==> src/rtl/fp_mul_ieee.sv <==
// Four-stage pipelined IEEE-754 multiplier: round-to-nearest-even, flush-to-zero on
// input and output, canonical qNaN, per-result and sticky status flags.
module fp_mul_ieee #(
  parameter int DATA_W = 32,
  parameter int EXP_W  = 8
) (
  input  logic              clk,
  input  logic              rst_n,
  input  logic              start,
  input  logic [DATA_W-1:0] op_a,
  input  logic [DATA_W-1:0] op_b,
  input  logic              clr_flags,
  output logic              done,
  output logic [DATA_W-1:0] res,
  output logic              overflow,
  output logic              underflow,
  output logic              exception,
  output logic [2:0]        sticky_flags
);

  localparam int F  = DATA_W - EXP_W - 1;
  localparam int M  = F + 1;
  localparam int P  = 2 * M;
  localparam int EW = EXP_W + 2;
  localparam int FR = F + 1;
  localparam logic [EW-1:0]     BIAS    = EW'((1 << (EXP_W - 1)) - 1);
  localparam logic [EW-1:0]     EXP_INF = EW'((1 << EXP_W) - 1);
  localparam logic [DATA_W-1:0] QNAN    = {1'b0, {EXP_W{1'b1}}, 1'b1, {(F-1){1'b0}}};

  // Operand classes are merged in S1; S4 applies them in priority order nan > inf > zero.
  typedef struct packed {
    logic nan;
    logic inf;
    logic zero;
    logic sign;
  } cls_t;

  typedef struct packed {
    cls_t             cls;
    logic [EXP_W-1:0] exp_a;
    logic [EXP_W-1:0] exp_b;
    logic [M-1:0]     mant_a;
    logic [M-1:0]     mant_b;
  } s1_t;

  typedef struct packed {
    cls_t          cls;
    logic [EW-1:0] exp;
    logic [P-1:0]  prod;
  } s2_t;

  typedef struct packed {
    cls_t          cls;
    logic [EW-1:0] exp;
    logic [F-1:0]  frac;
    logic          g;
    logic          r;
    logic          s;
  } s3_t;

  logic [3:0]        vld_d, vld_q;
  s1_t               s1_d, s1_q;
  s2_t               s2_d, s2_q;
  s3_t               s3_d, s3_q;
  logic [DATA_W-1:0] res_d, res_q;
  logic              ovf_d, ovf_q;
  logic              unf_d, unf_q;
  logic              exc_d, exc_q;
  logic [2:0]        sticky_d, sticky_q;

  assign vld_d = {vld_q[2:0], start};

  // S1: unpack and classify; subnormals count as zero
  always_comb begin : s1_comb
    logic [EXP_W-1:0] ea, eb;
    logic [F-1:0]     fa, fb;
    logic             za, zb, ia, ib, na, nb;
    ea = op_a[DATA_W-2 -: EXP_W];
    eb = op_b[DATA_W-2 -: EXP_W];
    fa = op_a[F-1:0];
    fb = op_b[F-1:0];
    za = (ea == '0);
    zb = (eb == '0);
    ia = (&ea) && (fa == '0);
    ib = (&eb) && (fb == '0);
    na = (&ea) && (fa != '0);
    nb = (&eb) && (fb != '0);
    s1_d.cls.nan  = na | nb | ((za | zb) & (ia | ib));
    s1_d.cls.inf  = ia | ib;
    s1_d.cls.zero = za | zb;
    s1_d.cls.sign = op_a[DATA_W-1] ^ op_b[DATA_W-1];
    s1_d.exp_a    = ea;
    s1_d.exp_b    = eb;
    s1_d.mant_a   = {~za, fa};
    s1_d.mant_b   = {~zb, fb};
  end

  // S2: full-width mantissa product and biased exponent sum
  always_comb begin : s2_comb
    s2_d.cls  = s1_q.cls;
    s2_d.exp  = EW'(s1_q.exp_a) + EW'(s1_q.exp_b) - BIAS;
    s2_d.prod = P'(s1_q.mant_a) * P'(s1_q.mant_b);
  end

  // S3: product lies in [1,4); a set MSB means one extra right shift into sticky
  always_comb begin : s3_comb
    s3_d.cls = s2_q.cls;
    if (s2_q.prod[P-1]) begin
      s3_d.exp  = s2_q.exp + EW'(1);
      s3_d.frac = s2_q.prod[P-2 -: F];
      s3_d.g    = s2_q.prod[F];
      s3_d.r    = s2_q.prod[F-1];
      s3_d.s    = |s2_q.prod[F-2:0];
    end else begin
      s3_d.exp  = s2_q.exp;
      s3_d.frac = s2_q.prod[P-3 -: F];
      s3_d.g    = s2_q.prod[F-1];
      s3_d.r    = s2_q.prod[F-2];
      s3_d.s    = |s2_q.prod[F-3:0];
    end
  end

  // S4: round, resolve specials, pack; outputs only move when a result lands
  always_comb begin : s4_comb
    logic          rnd;
    logic [F:0]    frac_r;
    logic [EW-1:0] exp_f;
    // NOTE: every output of a combinational block gets a default first, so no path leaves it unassigned and a latch is never inferred.
    res_d = res_q;
    ovf_d = ovf_q;
    unf_d = unf_q;
    exc_d = exc_q;
    rnd    = s3_q.g & (s3_q.r | s3_q.s | s3_q.frac[0]);
    // Hidden bit is always 1 here, so a carry out of the fraction means mantissa 10.0 -> 1.0.
    frac_r = {1'b0, s3_q.frac} + FR'(rnd);
    exp_f  = s3_q.exp + EW'(frac_r[F]);
    if (vld_q[2]) begin
      ovf_d = 1'b0;
      unf_d = 1'b0;
      exc_d = 1'b0;
      if (s3_q.cls.nan) begin
        res_d = QNAN;
        exc_d = 1'b1;
      end else if (s3_q.cls.inf) begin
        res_d = {s3_q.cls.sign, {EXP_W{1'b1}}, {F{1'b0}}};
      end else if (s3_q.cls.zero) begin
        res_d = {s3_q.cls.sign, {(DATA_W-1){1'b0}}};
      end else if ($signed(exp_f) >= $signed(EXP_INF)) begin
        res_d = {s3_q.cls.sign, {EXP_W{1'b1}}, {F{1'b0}}};
        ovf_d = 1'b1;
      end else if (exp_f[EW-1] || exp_f == '0) begin
        res_d = {s3_q.cls.sign, {(DATA_W-1){1'b0}}};
        unf_d = 1'b1;
      end else begin
        res_d = {s3_q.cls.sign, exp_f[EXP_W-1:0], frac_r[F-1:0]};
      end
    end
  end

  // A clear in the same cycle as a flagged result wins
  always_comb begin : sticky_comb
    sticky_d = sticky_q | ({3{vld_q[3]}} & {exc_q, unf_q, ovf_q});
    if (clr_flags) sticky_d = '0;
  end

  always_ff @(posedge clk or negedge rst_n) begin
    // NOTE: pipeline data registers are reset along with the valid bits so no stale operand survives a mid-stream reset.
    if (!rst_n) begin
      vld_q    <= '0;
      s1_q     <= '0;
      s2_q     <= '0;
      s3_q     <= '0;
      res_q    <= '0;
      ovf_q    <= 1'b0;
      unf_q    <= 1'b0;
      exc_q    <= 1'b0;
      sticky_q <= '0;
    end else begin
      // NOTE: non-blocking assignments make every stage read its predecessor's old value, which is what makes this a pipeline.
      vld_q    <= vld_d;
      s1_q     <= s1_d;
      s2_q     <= s2_d;
      s3_q     <= s3_d;
      res_q    <= res_d;
      ovf_q    <= ovf_d;
      unf_q    <= unf_d;
      exc_q    <= exc_d;
      sticky_q <= sticky_d;
    end
  end

  assign done         = vld_q[3];
  assign res          = res_q;
  assign overflow     = ovf_q;
  assign underflow    = unf_q;
  assign exception    = exc_q;
  assign sticky_flags = sticky_q;

endmodule

==> config.mk <==
export PLATFORM = sky130hd
export DESIGN_NAME = fp_mul_ieee
export DESIGN_NICKNAME = d
export VERILOG_FILES = /design/src/rtl/fp_mul_ieee.sv
export SDC_FILE = /design/constraint.sdc
export NUM_CORES = 2
export LEC_CHECK = 0
export BUFFER_PORTS_ARGS = -buffer_cell sky130_fd_sc_hd__buf_2
export CAP_MARGIN = 40
export CORE_MARGIN = 2
export CORE_UTILIZATION = 40
export CTS_CLUSTER_DIAMETER = 40
export DETAILED_ROUTE_END_ITERATION = 7
export PLACE_DENSITY = 0.62
export REMOVE_ABC_BUFFERS = 1
export SKIP_LAST_GASP = 1
export SYNTH_ARGS = -nofsm -noshare
export SYNTH_HDL_FRONTEND = slang
export SYNTH_SLANG_ARGS = --single-unit
==> constraint.sdc <==
create_clock -name clk -period 14.1 [get_ports clk]
set_input_delay 2.115 -clock clk [delete_from_list [all_inputs] [get_ports clk]]
set_output_delay 2.115 -clock clk [all_outputs]
set_load 0.01 [all_outputs]
# Word level (Yosys, flattened, before mapping)
# Cells that the tools add are included.
[word_totals]
word_cells = 82
register_bits = 212
[classes]
magnitude_cmp = 1
n_addsub = 5
mux = 17
bitwise_logic = 13
n_mul = 1
reduce_logical = 16
[ops]
columns = ["operator", "n"]
rows = [
  ["2-to-1 mux 31 bit", 4],
  ["multiplier 24 x 24 -> 48 bit", 1],
  ["zero test 23 bit", 2],
  ["nonzero test 23 bit", 2],
  ["2-to-1 mux 36 bit", 1],
  ["2-to-1 mux 32 bit", 1],
  ["adder 23 x 1 -> 24 bit", 1],
  ["OR reduction 22 bit", 1],
  ["OR reduction 21 bit", 1],
  ["zero test 8 bit", 2],
  ["AND reduction 8 bit", 2],
  ["adder 10 x 1 -> 10 bit", 1],
  ["adder 10 x 1 -> 10 bit, second input constant", 1],
  ["greater-or-equal comparator 10 x 9 -> 1 bit, second input constant", 1],
  ["zero test 10 bit", 1],
  ["2-to-1 mux 1 bit", 10],
  ["subtractor 9 x 7 -> 10 bit, second input constant", 1],
  ["adder 8 x 8 -> 9 bit", 1],
  ["OR 1 bit", 6],
  ["logical AND 1 bit", 4],
  ["AND 3 bit", 1],
  ["2-to-1 mux 3 bit", 1],
  ["OR 3 bit", 1],
  ["AND 1 bit", 2],
  ["3 further kinds", 4],
]

# Longest topological paths before layout
[depth]
depth_word = 12
mapped_depth = 27
depth_no_buf = 25

# Worst setup path after synthesis
# OpenSTA, ideal clock, no wires.
[synth_path]
path_kind = "reg-to-reg"
start = "register s1_q[3] (netlist bit)"
end = "register s2_q[41] (netlist bit)"
arrival_time_ns = 6.533
period_less_slack_ns = 6.644
path_buffers = 2
stages_incl_launch_ff = 26
setup_slack_ns = 7.456
path_cell_list = "dfrtp_1 -> clkbuf_1 -> nand2_1 -> fa_1 -> inv_1 -> fa_1 -> inv_1 -> fa_1 -> fa_1 -> fa_1 -> inv_1 -> fa_1 -> inv_1 -> fa_1 -> inv_1 -> ha_1 -> buf_2 -> a21oi_1 -> o21ai_1 -> a31oi_1 -> o211ai_1 -> a311o_2 -> a31oi_4 -> o31ai_4 -> mux2i_1 -> a2111oi_2"
[synth_lines]
columns = ["item", "line", "source"]
rows = [
  ["start: declaration", "62", "s1_t s1_d, s1_q;"],
  ["start signal: assignment", "170", "s1_q <= '0;"],
  ["start signal: assignment", "181", "s1_q <= s1_d;"],
  ["end signal: assignment", "171", "s2_q <= '0;"],
  ["end signal: assignment", "182", "s2_q <= s2_d;"],
  ["end: declaration", "63", "s2_t s2_d, s2_q;"],
]

==> results.py <==
metrics = {
    "outcome": {
        "outcome": "finished, final reports clean",
    },
    "worst_setup_path": {
        "rr_startpoint": "s1_q[30]$_DFF_PN0_",
        "startpoint_type": "register",
        "path_cells": "buf_16 > and2_1 > fa_1 > inv_1 > fa_1 > inv_1 > fa_1 > inv_1 > fa_1 > inv_1 > fa_1 > fa_1 > inv_1 > fa_1 > inv_1 > ha_1 > a211o_1 > a31oi_1 > o211ai_1 > a311o_2 > a31oi_4 > o31ai_4 > mux2i_1 > a2111oi_2",
        "rr_endpoint": "s2_q[41]$_DFF_PN0_",
        "worst-path-max-fanout": 14,
        "cp_common_cell": "fa_1",
        "cp-end-kind": "register",
        "path_buf_inv": 7,
        "r2r_cells": 24,
        "slowest_delay_ns": 0.66,
        "crit_family": "adder cells",
        "critPathArrivalTime_ns": 7.90,
        "cp.required_ns": 14.53,
        "reg2reg_slack_ns": 6.63,
        "cp_slowest_cell": "dfrtp_1",
        "critical_path_class": "reg2reg",
    },
    "routing": {
        "viasPerCell": 5.11,
        "firstDrtPassIters": 5,
        "dr_total_vias": 18700,
        "drcViolationCount": 0,
        "drtIter0Drc": 1151,
        "dr.max_layer_used": "met4",
        "m1WireLength_um": 31700,
        "met3WireLength_um": 5750,
        "route.met2.wl_um": 31400,
        "ant_nets": 0,
        "routed_wl_um": 70500,
        "wl_per_cell_um": 19.2,
    },
    "finish": {
        "final_cells": 3667,
        "area_delta_synth_final_pct": 10.9,
        "final_nets": 3526,
        "drive_above_1_share_pct": 8.68,
    },
    "global_route": {
        "grt-ovfl-total": 0,
        "antenna_found_initial": 4,
        "first_global_vias": 20500,
        "grt_usage_pct": 21.4,
        "grt_max_degree": 142,
        "grt_pass1_wl_um": 113000,
    },
    "timing": {
        "min_period_ns": 7.47,
        "hold_violations": 0,
        "final.setup_skew_ns": 0.0173,
        "grt_setup_unrepaired": "false",
        "setup_viol": 0,
        "tightest_slew_ns": 1.06,
        "whs_ns": 0.339,
        "fmax_mhz": 134,
        "fin_ws_ns": 6.63,
        "setup-tns-final_ns": 0,
        "drv_slew": 0,
        "maxSlewHeadroom_pct": 29.1,
        "fin_crit_sh_pct": 53.0,
    },
    "clock_network": {
        "cts.sinks": 212,
        "cts_hold_buf": 0,
        "clk_latency_ns": 0.56,
        "path_clk_slew_ns": 0.06,
        "cts_tree": "yes",
        "clock-root-buffer": "clkbuf_16",
        "postCtsSetupRepairBufs": 0,
        "cts_buffer_depth": 3,
        "cts_resized": 0,
        "cts-buffers-inserted": 26,
        "htree_levels": 1,
    },
    "yosys": {
        "syn_area_mm2": 0.0265,
        "synth_compound_area_share_pct": 4.99,
        "ys_top_cells_by_area": "fa_1 (36%), dfrtp_1 (20%), ha_1 (9.1%)",
        "ys_types": 60,
        "muxShareOfSynthArea_pct": 1.22,
        "synth_top_family_by_area": "adder cells",
        "async_flop_share_pct": 100,
        "synthSimpleGateAreaFrac_pct": 15.4,
        "netlist.area_leader.share_pct": 36.4,
        "synth_seq_cells": 212,
        "synthCells": 2712,
        "synth.avg_cell_area_um2": 9.79,
        "ys.flop_type": "dfrtp_1",
        "synth-warning-count": 0,
        "synth_adder_area_share_pct": 45.5,
        "synth_edf_count": 0,
        "synth_xor_area_share_pct": 2.97,
        "synth_area_leader_cell": "fa_1",
        "seq_area_frac_synth_pct": 20.0,
    },
    "place": {
        "placedCellCount": 3617,
        "place_hpwl_um": 54300,
        "gp_congestion": 0.943,
        "numPortBuffers": 106,
        "pre_cts_ws_ns": 6.51,
    },
    "hold_path": {
        "hp-start": "s1_q[66]$_DFF_PN0_",
        "hold_path_end": "s2_q[60]$_DFF_PN0_",
        "hold-path-cell-count": 0,
        "hp-class": "reg2reg",
    },
    "run": {
        "maxCapViolCount": 0,
    },
    "die": {
        "start_util_pct": 40.4,
        "io_pins": 107,
        "core_mm2": 0.0657,
        "rows": 94,
        "die_height_um": 262,
        "dieWidth_um": 262,
        "die_area_mm2": 0.0684,
    },
}
==> kinds of logic (layout without fill, tap and decap cells) <==
logic type,after synthesis,after routing
AOI/OAI and AO/OA,203,203
other,0,2
buffers and inverters,696,785
adders and majority gates,676,676
DFF,212,212
and+or+nand+nor,806,806
muxes,29,29
xor gates and xnor gates,90,90
==> Yosys cell counts (2+ instances only) <==
| cell | count |
|---|---|
| mux2i_1 | 2 |
| dfrtp_1 | 212 |
| nand3_1 | 27 |
| o41ai_1 | 3 |
| fa_1 | 483 |
| nand2b_1 | 5 |
| ha_1 | 193 |
| nand4_1 | 16 |
| a22o_1 | 2 |
| o21ai_0 | 30 |
| buf_1 | 3 |
| o21a_1 | 4 |
| and4_1 | 4 |
| or3_1 | 2 |
| a31o_2 | 4 |
| nand3b_1 | 2 |
| o21bai_1 | 4 |
| nor3_1 | 10 |
| buf_2 | 6 |
| a211oi_1 | 2 |
| and3_1 | 19 |
| a21oi_1 | 62 |
| o31ai_1 | 3 |
| o21ai_1 | 2 |
| nor2_1 | 44 |
| o211ai_1 | 8 |
| and2_1 | 316 |
| o22ai_1 | 24 |
| or4_1 | 2 |
| xnor2_1 | 60 |
| mux2_2 | 27 |
| clkbuf_1 | 107 |
| xor2_1 | 30 |
| o311ai_0 | 2 |
| inv_1 | 580 |
| a21o_1 | 29 |
| nor3b_1 | 2 |
| a41oi_1 | 2 |
| a31oi_1 | 9 |
| nor4_1 | 19 |
| nand2_1 | 327 |
| nor2b_1 | 6 |
==> per-stage QoR <==
step	cell area, µm²	utilization [%]
2_1_floorplan	26100	-
3_3_place_gp	27900	42.4
3_5_place_dp	28500	43.4
4_1_cts	29400	44.7
5_1_grt	29400	44.8
6_report	29400	44.8
==> per-layer routing <==
metal  GRT usage (%)  vias up
met4            5.21        0
li1                -     8315
met2            33.3      680
met3            3.88      109
met1            30.9     9645
met5               0        -
==> sequential cells by signal (all words and copies together) (netlist names) <==
name	flops
underflow	1
s1_q	68
exception	1
sticky_flags	3
s3_q	40
overflow	1
vld_q	4
s2_q	62
res	32
==> cell usage in the layout (no fill, tap or decap), drive strengths merged, types with 6 or more instances in the layout <==
| master | synthesis | routed |
|---|---|---|
| inv | 580 | 584 |
| fa | 483 | 483 |
| nand2 | 327 | 327 |
| and2 | 316 | 316 |
| dfrtp | 212 | 212 |
| ha | 193 | 193 |
| buf | 9 | 158 |
| a21oi | 62 | 62 |
| xnor2 | 60 | 60 |
| nor2 | 44 | 44 |
| o21ai | 32 | 32 |
| xor2 | 30 | 30 |
| clkbuf | 107 | 30 |
| a21o | 29 | 29 |
| nand3 | 27 | 27 |
| mux2 | 27 | 27 |
| o22ai | 24 | 24 |
| and3 | 20 | 20 |
| nor4 | 19 | 19 |
| nand4 | 16 | 16 |
| nor3 | 10 | 10 |
| a31oi | 10 | 10 |
| o211ai | 8 | 8 |
| clkinv | 0 | 7 |
| nor2b | 6 | 6 |
==> worst max-delay path by stage <==
stage / start / end / slack, ns / depth (start not counted)
2_1_floorplan: s1_q[3]$_DFF_PN0_ / s2_q[41]$_DFF_PN0_ / 7.45 / 22
3_3_place_gp: s1_q[30]$_DFF_PN0_ / s2_q[41]$_DFF_PN0_ / 6.50 / 22
3_5_place_dp: s1_q[2]$_DFF_PN0_ / s2_q[41]$_DFF_PN0_ / 6.51 / 22
4_1_cts: s1_q[2]$_DFF_PN0_ / s2_q[41]$_DFF_PN0_ / 6.48 / 22
5_1_grt: s1_q[30]$_DFF_PN0_ / s2_q[41]$_DFF_PN0_ / 6.32 / 24
6_report: s1_q[30]$_DFF_PN0_ / s2_q[41]$_DFF_PN0_ / 6.63 / 24
==> area by class of cell <==
class	count	area, µm²
Antenna cell	2	5.00
Clock buffer	30	686
Clock inverter	17	209
Fill cell	6251	36300
Inverter	580	2180
Multi-Input combinational cell	1804	18600
Sequential cell	212	5310
Tap cell	864	1080
Timing Repair Buffer	158	1370
Power is left out: the tool's default activity adds up to more than one toggle a clock period on the data nets, which glitch-free logic cannot reach.
